## src/rtl/float_mul_dispatch_pkg.sv

```systemverilog
// rtl/float_mul_dispatch_pkg.sv - shared float widths and dispatch FSM state type
package float_mul_dispatch_pkg;

  localparam int float_width      = 32;
  localparam int float_exp_width  = 8;
  localparam int float_mant_width = 23;

  typedef enum logic [1:0] {
    IDLE,
    ISSUE,
    WAIT
  } e_dispatch_state;

endpackage

```

## src/rtl/float_mul_dispatch_if.sv

```systemverilog
// rtl/float_mul_dispatch_if.sv - request, multiplier and response signals of the dispatch stage
interface float_mul_dispatch_if #(
  parameter int float_width = 32,
  parameter int tag_width   = 4
);

  logic                   in_valid;
  logic                   in_ready;
  logic [float_width-1:0] in_a;
  logic [float_width-1:0] in_b;
  logic [tag_width-1:0]   in_tag;

  logic                   mul_req;
  logic [float_width-1:0] mul_a;
  logic [float_width-1:0] mul_b;
  logic                   mul_ack;
  logic [float_width-1:0] mul_out;

  logic                   rsp_valid;
  logic                   rsp_ready;
  logic [float_width-1:0] rsp_out;
  logic [tag_width-1:0]   rsp_tag;
  logic                   rsp_err;

  logic                   busy;

  // Dispatch stage view.
  modport slave (
    input  in_valid, in_a, in_b, in_tag, mul_ack, mul_out, rsp_ready,
    output in_ready, mul_req, mul_a, mul_b, rsp_valid, rsp_out, rsp_tag, rsp_err, busy
  );

  // Core / multiplier / consumer view.
  modport master (
    output in_valid, in_a, in_b, in_tag, mul_ack, mul_out, rsp_ready,
    input  in_ready, mul_req, mul_a, mul_b, rsp_valid, rsp_out, rsp_tag, rsp_err, busy
  );

endinterface

```

## src/rtl/float_req_fifo.sv

```systemverilog
// rtl/float_req_fifo.sv - request FIFO holding {tag, a, b}; power-of-two depth, wrapping pointers
module float_req_fifo #(
  parameter int width = 8,
  parameter int depth = 4
) (
  input  logic                         clk,
  input  logic                         rst,
  input  logic                         push,
  input  logic [width-1:0]             push_data,
  input  logic                         pop,
  output logic [width-1:0]             pop_data,
  output logic                         full,
  output logic                         empty,
  output logic [$clog2(depth+1)-1:0]   count
);

  localparam int ptr_w   = $clog2(depth);
  localparam int count_w = $clog2(depth + 1);

  logic [width-1:0] mem [depth];
  logic [ptr_w-1:0] wr_ptr;
  logic [ptr_w-1:0] rd_ptr;
  logic             do_push;
  logic             do_pop;

  assign full     = (count == count_w'(depth));
  assign empty    = (count == '0);
  assign do_pop   = pop && !empty;
  // A pop in the same cycle frees the slot a push into a full FIFO needs.
  assign do_push  = push && (!full || do_pop);
  assign pop_data = mem[rd_ptr];

  always_ff @(posedge clk) begin
    if (do_push) begin
      mem[wr_ptr] <= push_data;
    end
  end

  always_ff @(posedge clk) begin
    if (rst) begin
      wr_ptr <= '0;
      rd_ptr <= '0;
      count  <= '0;
    end else begin
      if (do_push) begin
        wr_ptr <= wr_ptr + 1'b1;
      end
      if (do_pop) begin
        rd_ptr <= rd_ptr + 1'b1;
      end
      if (do_push && !do_pop) begin
        count <= count + 1'b1;
      end else if (do_pop && !do_push) begin
        count <= count - 1'b1;
      end
    end
  end

endmodule

```

## src/rtl/float_mul_dispatch.sv

```systemverilog
// rtl/float_mul_dispatch.sv - issues queued multiply requests one at a time and buffers the tagged result
module float_mul_dispatch #(
  parameter int float_width = float_mul_dispatch_pkg::float_width,
  parameter int tag_width   = 4,
  parameter int depth       = 4,
  parameter int timeout     = 40
) (
  input logic                 clk,
  input logic                 rst,
  float_mul_dispatch_if.slave bus
);

  import float_mul_dispatch_pkg::*;

  localparam int entry_w = tag_width + 2 * float_width;
  localparam int cnt_w   = $clog2(timeout + 1);
  localparam int count_w = $clog2(depth + 1);

  e_dispatch_state        state;
  logic [cnt_w-1:0]       wait_cnt;
  logic [tag_width-1:0]   tag_q;

  logic                   mul_req_q;
  logic [float_width-1:0] mul_a_q;
  logic [float_width-1:0] mul_b_q;
  logic                   rsp_valid_q;
  logic [float_width-1:0] rsp_out_q;
  logic [tag_width-1:0]   rsp_tag_q;
  logic                   rsp_err_q;

  logic [entry_w-1:0]     head;
  logic                   fifo_full;
  logic                   fifo_empty;
  logic [count_w-1:0]     fifo_count;
  logic                   push;
  logic                   rsp_free;
  logic                   issue;

  assign push     = bus.in_valid && !fifo_full;
  // The response buffer counts as free when it is being drained this cycle.
  assign rsp_free = !rsp_valid_q || bus.rsp_ready;
  assign issue    = (state == IDLE) && !fifo_empty && rsp_free;

  float_req_fifo #(
    .width (entry_w),
    .depth (depth)
  ) u_fifo (
    .clk       (clk),
    .rst       (rst),
    .push      (push),
    .push_data ({bus.in_tag, bus.in_a, bus.in_b}),
    .pop       (issue),
    .pop_data  (head),
    .full      (fifo_full),
    .empty     (fifo_empty),
    .count     (fifo_count)
  );

  always_ff @(posedge clk) begin
    if (rst) begin
      state       <= IDLE;
      wait_cnt    <= '0;
      tag_q       <= '0;
      mul_req_q   <= 1'b0;
      mul_a_q     <= '0;
      mul_b_q     <= '0;
      rsp_valid_q <= 1'b0;
      rsp_out_q   <= '0;
      rsp_tag_q   <= '0;
      rsp_err_q   <= 1'b0;
    end else begin
      if (rsp_valid_q && bus.rsp_ready) begin
        rsp_valid_q <= 1'b0;
      end
      case (state)
        IDLE: begin
          if (issue) begin
            tag_q     <= head[entry_w-1 -: tag_width];
            mul_a_q   <= head[2*float_width-1 -: float_width];
            mul_b_q   <= head[float_width-1:0];
            mul_req_q <= 1'b1;
            state     <= ISSUE;
          end
        end
        ISSUE: begin
          mul_req_q <= 1'b0;
          wait_cnt  <= '0;
          state     <= WAIT;
        end
        WAIT: begin
          if (bus.mul_ack) begin
            rsp_valid_q <= 1'b1;
            rsp_out_q   <= bus.mul_out;
            rsp_tag_q   <= tag_q;
            rsp_err_q   <= 1'b0;
            state       <= IDLE;
          end else if (wait_cnt == cnt_w'(timeout)) begin
            // Abort keeps the request's tag so the consumer knows which op was lost.
            rsp_valid_q <= 1'b1;
            rsp_out_q   <= '0;
            rsp_tag_q   <= tag_q;
            rsp_err_q   <= 1'b1;
            state       <= IDLE;
          end else begin
            wait_cnt <= wait_cnt + 1'b1;
          end
        end
        default: state <= IDLE;
      endcase
    end
  end

  assign bus.in_ready  = !fifo_full;
  assign bus.mul_req   = mul_req_q;
  assign bus.mul_a     = mul_a_q;
  assign bus.mul_b     = mul_b_q;
  assign bus.rsp_valid = rsp_valid_q;
  assign bus.rsp_out   = rsp_out_q;
  assign bus.rsp_tag   = rsp_tag_q;
  assign bus.rsp_err   = rsp_err_q;
  assign bus.busy      = (state != IDLE) || (fifo_count != '0);

endmodule

```

## src/flat_wrapper.sv

```systemverilog
// flat-port wrapper written by rule: the top's interface ports become plain ports
module float_mul_dispatch_flat import float_mul_dispatch_pkg::*;
#(
  parameter int float_width = float_mul_dispatch_pkg::float_width,
  parameter int tag_width   = 4,
  parameter int depth       = 4,
  parameter int timeout     = 40
)
  (clk, rst, bus_in_valid, bus_in_a, bus_in_b, bus_in_tag, bus_mul_ack, bus_mul_out, bus_rsp_ready, bus_in_ready, bus_mul_req, bus_mul_a, bus_mul_b, bus_rsp_valid, bus_rsp_out, bus_rsp_tag, bus_rsp_err, bus_busy);
  float_mul_dispatch_if #(.float_width(float_width), .tag_width(tag_width)) bus_i ();
  input logic clk;
  input logic rst;
  input wire logic [$bits(bus_i.in_valid)-1:0] bus_in_valid;
  input wire logic [$bits(bus_i.in_a)-1:0] bus_in_a;
  input wire logic [$bits(bus_i.in_b)-1:0] bus_in_b;
  input wire logic [$bits(bus_i.in_tag)-1:0] bus_in_tag;
  input wire logic [$bits(bus_i.mul_ack)-1:0] bus_mul_ack;
  input wire logic [$bits(bus_i.mul_out)-1:0] bus_mul_out;
  input wire logic [$bits(bus_i.rsp_ready)-1:0] bus_rsp_ready;
  output wire logic [$bits(bus_i.in_ready)-1:0] bus_in_ready;
  output wire logic [$bits(bus_i.mul_req)-1:0] bus_mul_req;
  output wire logic [$bits(bus_i.mul_a)-1:0] bus_mul_a;
  output wire logic [$bits(bus_i.mul_b)-1:0] bus_mul_b;
  output wire logic [$bits(bus_i.rsp_valid)-1:0] bus_rsp_valid;
  output wire logic [$bits(bus_i.rsp_out)-1:0] bus_rsp_out;
  output wire logic [$bits(bus_i.rsp_tag)-1:0] bus_rsp_tag;
  output wire logic [$bits(bus_i.rsp_err)-1:0] bus_rsp_err;
  output wire logic [$bits(bus_i.busy)-1:0] bus_busy;
  assign bus_i.in_valid = bus_in_valid;
  assign bus_i.in_a = bus_in_a;
  assign bus_i.in_b = bus_in_b;
  assign bus_i.in_tag = bus_in_tag;
  assign bus_i.mul_ack = bus_mul_ack;
  assign bus_i.mul_out = bus_mul_out;
  assign bus_i.rsp_ready = bus_rsp_ready;
  assign bus_in_ready = bus_i.in_ready;
  assign bus_mul_req = bus_i.mul_req;
  assign bus_mul_a = bus_i.mul_a;
  assign bus_mul_b = bus_i.mul_b;
  assign bus_rsp_valid = bus_i.rsp_valid;
  assign bus_rsp_out = bus_i.rsp_out;
  assign bus_rsp_tag = bus_i.rsp_tag;
  assign bus_rsp_err = bus_i.rsp_err;
  assign bus_busy = bus_i.busy;
  float_mul_dispatch #(.float_width(float_width), .tag_width(tag_width), .depth(depth), .timeout(timeout)) u_core (.clk(clk), .rst(rst), .bus(bus_i));
endmodule
```

## config.mk

```make
export PLATFORM = sky130hd
export DESIGN_NAME = float_mul_dispatch_flat
export DESIGN_NICKNAME = d
export VERILOG_FILES = /design/src/rtl/float_mul_dispatch_pkg.sv /design/src/rtl/float_mul_dispatch_if.sv /design/src/rtl/float_req_fifo.sv /design/src/rtl/float_mul_dispatch.sv /design/src/flat_wrapper.sv
export SDC_FILE = /design/constraint.sdc
export NUM_CORES = 1
export LEC_CHECK = 0
export ABC_CLOCK_PERIOD_IN_PS = 8400
export CAP_MARGIN = 5
export CORE_MARGIN = 1
export CORE_UTILIZATION = 55
export CTS_BUF_LIST = sky130_fd_sc_hd__clkbuf_16
export CTS_CLUSTER_SIZE = 12
export DETAILED_ROUTE_END_ITERATION = 6
export GPL_TIMING_DRIVEN = 1
export PLACE_DENSITY = 0.85
export SKIP_CTS_REPAIR_TIMING = 1
export SYNTH_ARGS = -nofsm -noshare
export SYNTH_HDL_FRONTEND = slang
export SYNTH_SLANG_ARGS = --single-unit
```

## constraint.sdc

```tcl
create_clock -name clk -period 8.4 [get_ports clk]
set_input_delay 1.26 -clock clk [delete_from_list [all_inputs] [get_ports clk]]
set_output_delay 1.26 -clock clk [all_outputs]
set_load 0.05 [all_outputs]
```

# Yosys cells after proc, flatten, opt, wreduce, memory -nomap -nowiden
# Memories as Yosys holds them, arrays and structs flattened. A register that Yosys moved wholly into a read port is not among the register bits.
# Cells that the tools add are included.
[word_totals]
register_bits = 54
elab_cells = 76
in_bits = 105
output_inout_bits = 105
ram_bits = 272
memories = 1
[memory_table]
columns = ["name", "depth", "width", "read_ports", "rd_clocked_by_memory_dff", "write_ports", "line", "rtl"]
rows = [
  ["u_core.u_fifo.mem", 4, 68, 1, 1, 1, "float_req_fifo.sv:20", "logic [width-1:0] mem [depth];"],
]
[op_classes]
n_reduce_logical = 29
n_eq_ne = 8
n_addsub = 5
mux = 23
[op_table]
columns = ["operator", "count"]
rows = [
  ["two-way mux 32 bit", 2],
  ["two-way mux 6 bit", 2],
  ["case mux 6 bit (2 select lines)", 1],
  ["nonzero test 2 bit", 5],
  ["two-way mux 1 bit", 9],
  ["logical AND 1 bit", 8],
  ["two-way mux 4 bit", 2],
  ["AND reduction 2 bit", 4],
  ["adder 6 x 1 -> 6 bit (second input constant)", 1],
  ["== test 6 bit (second input constant)", 1],
  ["two-way mux 2 bit", 3],
  ["two-way mux 3 bit", 2],
  ["inequality test 2 bit (second input constant)", 3],
  ["case mux 2 bit (3 select lines)", 1],
  ["zero test 1 bit", 5],
  ["adder 2 x 1 -> 2 bit (second input constant)", 2],
  ["adder 3 x 1 -> 3 bit (second input constant)", 1],
  ["== test 3 bit (second input constant)", 1],
  ["zero test 3 bit", 1],
  ["logical OR 1 bit", 3],
  ["inequality test 3 x 2 -> 1 bit (second input constant)", 1],
  ["AND reduction 3 bit", 1],
  ["nonzero test 3 bit", 1],
  ["subtractor 3 x 1 -> 3 bit (second input constant)", 1],
  ["4 further kinds", 4],
]

# Longest topological paths before layout
# Gate-level depths: netlist of run 1.
[logic_depth]
ltp_word = 11
mapped_depth = 11

# Hierarchy
# A second synthesis of run 1 with hierarchy kept.
[unflattened]
hier_cells = 865
hier_area_um2 = 14355.0
[by_module_without_submodules]
columns = ["mod", "seq_area_each_um2", "instances", "cells_each", "area_per_inst_um2"]
rows = [
  ["float_req_fifo", 8348.0, 1, 404, 10308.6],
  ["float_mul_dispatch", 2302.2, 1, 461, 4046.4],
]

# Worst setup path before layout of run 1
# OpenSTA, ideal clock, no wires.
[synth_timing]
path_type = "in2reg"
start = "in bus_in_valid"
end = "mem u_core.u_fifo.mem[0][0] (netlist bit) (enable)"
arrival_ns = 3.300
path_slack_ns = 4.666
cell_stages = 2
setup_time_ns = 0.433
path_buffers = 0
path_cell_list = "a21boi_1 -> and2_1"
[synth_via]
elab_chain_len = 4
[synth_lines]
columns = ["item", "line", "rtl"]
rows = [
  ["start, declared", "flat_wrapper.sv:13", "input wire logic [$bits(bus_i.in_valid)-1:0] bus_in_valid;"],
  ["logical AND 1 bit", "float_mul_dispatch.sv:39", "assign push = bus.in_valid && !fifo_full;"],
  ["logical AND 1 bit", "float_req_fifo.sv:30", "assign do_push = push && (!full || do_pop);"],
  ["two-way mux 1 bit", "float_req_fifo.sv:34", "if (do_push) begin"],
  ["two-way mux 1 bit (not written as such)", "float_req_fifo.sv:35", "mem[wr_ptr] <= push_data;"],
  ["end, declared", "float_req_fifo.sv:20", ""],
]
# No other way between the ends.

# Worst setup path in the final report of run 1
[layout_timing]
start = "in bus_rsp_ready"
end = "reg u_core.u_fifo.count[2]"
[layout_via]
elab_chain_len = 8
word_cells_on_any_way = 11
classes_between = "1 x mux; 10 x reduce/logical"
[layout_lines]
columns = ["item", "line", "rtl"]
rows = [
  ["start, declared", "flat_wrapper.sv:19", "input wire logic [$bits(bus_i.rsp_ready)-1:0] bus_rsp_ready;"],
  ["logical OR 1 bit (*)", "float_mul_dispatch.sv:41", "assign rsp_free = !rsp_valid_q || bus.rsp_ready;"],
  ["logical AND 1 bit (*)", "float_mul_dispatch.sv:42", "assign issue = (state == IDLE) && !fifo_empty && rsp_free;"],
  ["logical AND 1 bit (*)", "float_req_fifo.sv:28", "assign do_pop = pop && !empty;"],
  ["logical OR 1 bit", "float_req_fifo.sv:30", ""],
  ["logical AND 1 bit", "float_req_fifo.sv:30", ""],
  ["zero test 1 bit", "float_req_fifo.sv:53", "end else if (do_pop && !do_push) begin"],
  ["logical AND 1 bit", "float_req_fifo.sv:53", ""],
  ["nonzero test 2 bit (no line)", "--", ""],
  ["end signal, assigned", "float_req_fifo.sv:52", "count <= count + 1'b1;"],
  ["end signal, assigned", "float_req_fifo.sv:54", "count <= count - 1'b1;"],
  ["end, declared", "float_req_fifo.sv:14", "output logic [$clog2(depth+1)-1:0] count"],
]
# Mark *: on every way between the ends. The rest lies on a longest branch, timed or not.
# A chain may end at the register's enable or synchronous reset.

==> impl_metrics.tcl, run 1 <==
set metrics [dict create \
    status "finished clean" \
    wl_per_cell_um 20.2 \
    htreeDepth 2 \
    fillerInstances 1633 \
    synthToLayoutAreaGrowth_pct 24.8 \
    finalCritPeriodShare_pct 46.8 \
    max_slew.worst_pin.slew_ps 1100 \
    die_w_um 163 \
    pwr-share-clk_pct 27.4 \
    worstSetupPathType "in2reg" \
    vias_per_cell 5.60 \
    ys_ff_latch 394 \
    max-slew-margin-rel_pct 26.8 \
    gp_congestion 0.772 \
    row_count 58 \
    met1_length_um 11000 \
    drc 0 \
    diodes 0 \
    clk_latency_ps 530 \
    arrival_ps 4370 \
    ys.flop_type "edfxtp_1" \
    dpl.cell_count 1340 \
    p_switching_uw 1990 \
    postSynthCellCount 847 \
    wl_met3_um 1920 \
    seqPwrFrac_pct 42.6 \
    clock-root-buffer "clkbuf_16" \
    grt_pass1_wl_um 44200 \
    core_area_sq_um 25300 \
    cp_max_fo 70 \
    yosysUniqueCellTypes 42 \
    drive_above_1_share_pct 12.4 \
    cp-end-kind "flop" \
    grt_overflow 0 \
    fin_hold_ws_ps 452 \
    fp.dieH_um 163 \
    drt_iter0_drc 523 \
    fmax_mhz 255 \
    vias 7918 \
    cts_num_sinks 394 \
    dp_hpwl_um 16100 \
    worstSetupStartpointType "input pin" \
    powerDensity_nw_per_um2 336 \
    portBuffers 209 \
    drv_cap 0 \
    yosysSeqAreaShare_pct 74.6 \
    cts_tree "done" \
    first_pass_iters 5 \
    fin_nets 1166 \
    p_int_uw 3970 \
    cts.path.max_buffers 3 \
    async_flop_share_pct 0 \
    p_leak_uw 0.00595 \
    cp_data_required_time_ps 8850 \
    wl_met2_um 15100 \
    clock_skew_ps 11.9 \
    hp-class "reg2reg" \
    antenna_found_initial 0 \
    syn_area_sq_um 14200 \
    slew_viol_final 0 \
    path_clk_slew_ps 60 \
    top_layer "met4" \
    grt_usage_pct 22.0 \
    layout_min_cycle_time_ps 3930 \
    start_util_pct 56.3 \
    synth_nets 960 \
    hold_viol 0 \
    setup_viol 0 \
    dieArea_sq_um 26500 \
    cts_buffers 41 \
    io-pin-count 210 \
    max-vdd-ir-drop_mv 0.200 \
    tns_ps 0 \
    grt_pass1_vias 8384 \
    antenna_left 0 \
    rsz0062_at_grt "no" \
    synth_edf_count 272 \
    synth.yosys.warnings 0 \
    wirelength_um 28600 \
    grt_max_degree 95 \
    final_cell_count_no_fill 1414 \
    postSynthAreaPerCell_sq_um 16.8 \
    swShare_pct 33.4 \
    combPwrFrac_pct 29.9 \
]
-- cell type report --
type,instances,area [sq um],share of cell area (%)
Sequential cell,394,10600,59.9
Tap cell,330,413,2.33
Multi-Input combinational cell,397,3340,18.8
Clock inverter,30,125,0.705
Clock buffer,44,1100,6.21
Inverter,7,31.3,0.176
Timing Repair Buffer,212,2110,11.9
-- final timing paths --
| path | cells after the start | start | to | slack, ps |
|---|---|---|---|---|
| max | 10 | bus_rsp_ready | u_core.u_fifo.count[2] | 4470 |
| min | 1 | u_core.bus.mul_req | u_core.bus.mul_req | 450 |
| max reg2reg | 9 | u_core.u_fifo.count[2] | u_core.u_fifo.count[2] | 5000 |
| min reg2reg | 1 | u_core.bus.mul_req | u_core.bus.mul_req | 450 |
-- flip-flops by register name, summed over array words and instances, names as in the netlist, 2 cells and up --
name and flops:
u_core.state 2, u_core.bus.mul_a 32, u_core.wait_cnt 6, u_core.u_fifo.wr_ptr 2
u_core.u_fifo.rd_ptr 2, u_core.tag_q 4, u_core.u_fifo.mem 272, u_core.u_fifo.count 3
u_core.bus.mul_b 32, u_core.bus.rsp_tag 4, u_core.bus.rsp_out 32
-- power by group through the flow --
stage	Clock (uW)	Sequential, uW	Combinational [uW]
after floorplan	0	3000	849
after global placement	0	2560	1770
after detailed placement	0	2580	1800
after CTS	1670	2540	1810
after global routing	1740	2570	1910
final	1630	2540	1780
-- metrics by stage --
stage	total power, uW	instance area (sq um)	setup slack (ps)	utilization [%]
5_1_grt	6220	17700	4320	70.2
3_5_place_dp	4380	16500	3920	65.3
6_report	5960	17700	4470	70.2
2_1_floorplan	3850	14200	4670	-
3_3_place_gp	4340	16500	3990	65.3
4_1_cts	6020	17700	4480	70.2
-- placed cells by master, fill, tap and decap left out, drive strengths merged, types with 9 or more instances in the layout --
cell type,n
nor2,10
inv,33
clkbuf,44
a21oi,74
dfxtp,122
mux4,68
nand2,141
clkdlybuf4s50,208
nand3,9
a22o,32
nand2b,9
edfxtp,272
-- synthesized netlist by cell type (3+ instances only) --
cell | count | area [sq um]
edfxtp_1 | 272 | 8170
clkbuf_1 | 24 | 90.1
xor2_1 | 3 | 26.3
nand2_1 | 141 | 529
nand2b_1 | 9 | 56.3
dfxtp_1 | 122 | 2440
mux4_2 | 68 | 1530
buf_2 | 15 | 75.1
buf_6 | 9 | 101
nor2_1 | 10 | 37.5
o21ai_0 | 6 | 30.0
a22o_1 | 32 | 280
a21oi_1 | 74 | 370
and2_1 | 5 | 31.3
ha_1 | 7 | 87.6
inv_1 | 6 | 22.5
nand4b_1 | 4 | 35.0
nand3_1 | 9 | 45.0
-- logic make-up (layout without fill, tap and decap cells) --
kind of cell	after synthesis	in the layout	share of synthesized area, %
flip-flops	394	394	74.6
multiplexers	70	70	10.9
AND/OR/NAND/NOR	188	188	5.61
AO/OA/AOI/OAI	126	126	5.66
buffers and inverters	56	293	2.12
adder cells (fa/ha/maj)	8	8	0.757
XOR/XNOR	5	5	0.308
-- critical path: stages --
cell and delay, ps:
clkdlybuf4s50_1 390, nand2b_1 170, and3_4 400, inv_6 590, ha_1 290, inv_1 70
fa_1 430, xor2_1 180, or3_1 320, a21oi_1 150
-- layer usage --
layer / vias up / global-route usage, %
met3: 50 / 4.51
met4: 0 / 6.92
met5: - / 0
met1: 3941 / 25.8
met2: 294 / 40.3
li1: 3633 / -
Power figures use the tool's default switching activity.
==> inputs of run 2 (changes only) <==
Settings changed: ABC_CLOCK_PERIOD_IN_PS 8400 to 4100, CORE_UTILIZATION 55 to 54, PLACE_DENSITY 0.85 to 0.84.
Clock period 8.4 ns to 4.1 ns, I/O delays scaled along.
==> run 2 against run 1 <==
Against the previous run: non-clock buffer count grew 9; die area grew 1.8%; total power grew 100%; worst setup slack lost 3200 ps; clock skew grew 7.1 ps; clock power grew 98%; final cell count grew 0.99%; global-route usage grew 0.33 points; combinational power grew 110%; critical path depth shrank 7; routed wire length grew 4.7%.
==> impl_metrics.tcl, run 2 (same netlist as run 1, synthesis figures left out) <==
set metrics [dict create \
    dieArea_sq_um 27000 \
    status "finished clean" \
    path_clk_slew_ps 60 \
    hold_viol 0 \
    row_count 59 \
    final_cell_mix "edfxtp_1, clkdlybuf4s50_1, nand2_1, dfxtp_1, a21oi_1" \
    cp_max_fo 4 \
    finalCritPeriodShare_pct 68.4 \
    final_core_util_pct 68.7 \
    antenna_left 0 \
    vias 8036 \
    fillerInstances 1660 \
    max-slew-margin-rel_pct 30.5 \
    max-vdd-ir-drop_mv 0.458 \
    htreeDepth 2 \
    clock-root-buffer "clkbuf_16" \
    cts_num_sinks 394 \
    worstSetupPathType "reg2out" \
    grt_pass1_wl_um 45000 \
    dp_hpwl_um 17300 \
    first_pass_iters 5 \
    drt_iter0_drc 661 \
    p_leak_uw 0.00598 \
    wl_per_cell_um 21.0 \
    slew_viol_final 0 \
    max_slew.worst_pin.slew_ps 1040 \
    cts_buffers 40 \
    cp_data_required_time_ps 3480 \
    powerDensity_nw_per_um2 683 \
    fin_nets 1174 \
    grt_overflow 0 \
    fp.dieH_um 164 \
    drive_above_1_share_pct 13.0 \
    tns_ps 0 \
    worstSetupStartpointType "flop" \
    setup_viol 0 \
    hp-class "reg2reg" \
    vias_per_cell 5.63 \
    drv_cap 0 \
    io-pin-count 210 \
    grt_max_degree 70 \
    gp_congestion 0.749 \
    grt_pass1_vias 8100 \
    core_area_sq_um 25900 \
    cp-end-kind "primary output" \
    die_w_um 164 \
    drc 0 \
    regMostFlops "u_core.u_fifo.mem" \
    cts.path.max_buffers 3 \
    final_common_cell "edfxtp_1" \
    cts_tree "done" \
    largest_register_ffs 272 \
    clock_skew_ps 18.9 \
    antenna_found_initial 1 \
    arrival_ps 2190 \
    portBuffers 209 \
    rsz0062_at_grt "no" \
    clk_latency_ps 520 \
    start_util_pct 54.9 \
    synthToLayoutAreaGrowth_pct 25.1 \
    grt_usage_pct 22.3 \
    layout_min_cycle_time_ps 2810 \
    wirelength_um 29900 \
    fmax_mhz 356 \
]
run 2: cell types whose count changed in the layout (fill, tap and decap cells not counted):
cell       before  now
inv_6           2    3
inv_1          27   29
inv_2           3    0
clkinv_1        4    2
a21oi_4         1    0
buf_12          0    4
diode_2         0    1
buf_4           4    9
clkbuf_16      44   41
a21oi_2         0    1
inv_8           1    0
clkinv_2        0    5
run 2: worst paths after layout:
check                                       startpoint                      to  slack [ps]  cells after the start
worst max-delay path            u_core.u_fifo.count[0]                bus_busy        1290                      3
worst min register to register    u_core.bus.mul_b[23]    u_core.bus.mul_b[23]         450                      2
worst max register to register  u_core.u_fifo.count[0]  u_core.u_fifo.count[2]        1560                      8
worst min-delay path              u_core.bus.mul_b[23]    u_core.bus.mul_b[23]         450                      2
run 2: layout make-up:
class	instances	area [sq um]	area share, %
multi-input combinational	397	3330	18.7
clock buffer	41	1030	5.77
antenna	1	2.50	0.0141
timing repair buffer	221	2230	12.5
sequential	394	10600	59.7
inverter	7	31.3	0.176
tap	335	419	2.36
clock inverter	32	136	0.767
run 2: worst max-delay path: stages (launching register included):
cell and delay [ps]:
dfxtp_1 360, or3_1 400, nand2b_1 200, clkdlybuf4s50_1 730
run 2: metrics by stage:
| stage | hold slack [ps] | std cells | total power (uW) | setup slack, ps | instance area, sq um |
|---|---|---|---|---|---|
| 6_report | 452 | 1428 | 12200 | 1290 | 17800 |
| 4_1_cts | 454 | 1427 | 12300 | 1260 | 17800 |
| 5_1_grt | 479 | 1428 | 12700 | 1200 | 17800 |
| 3_5_place_dp | 446 | 1354 | 9010 | 1010 | 16600 |
| 3_3_place_gp | 442 | 1354 | 8920 | 1030 | 16600 |
| 2_1_floorplan | 436 | 847 | 7880 | 1010 | 14200 |
run 2: power breakdown:
group,internal [uW],switching (uW),total [uW],leakage [uW]
combinational,1370,2290,3660,0.00183
sequential,4870,394,5270,0.00349
clock,1810,1420,3220,0.000660
run 2: routing by layer:
metal	vias to the layer above	GRT usage [%]	wire, um	part of all wire [%]
met5	-	0	0	0
met4	0	8.12	726	2.4
met3	47	3.94	2090	7.0
met2	322	38.6	15200	51
met1	4018	28.3	11900	40
li1	3649	-	-	-
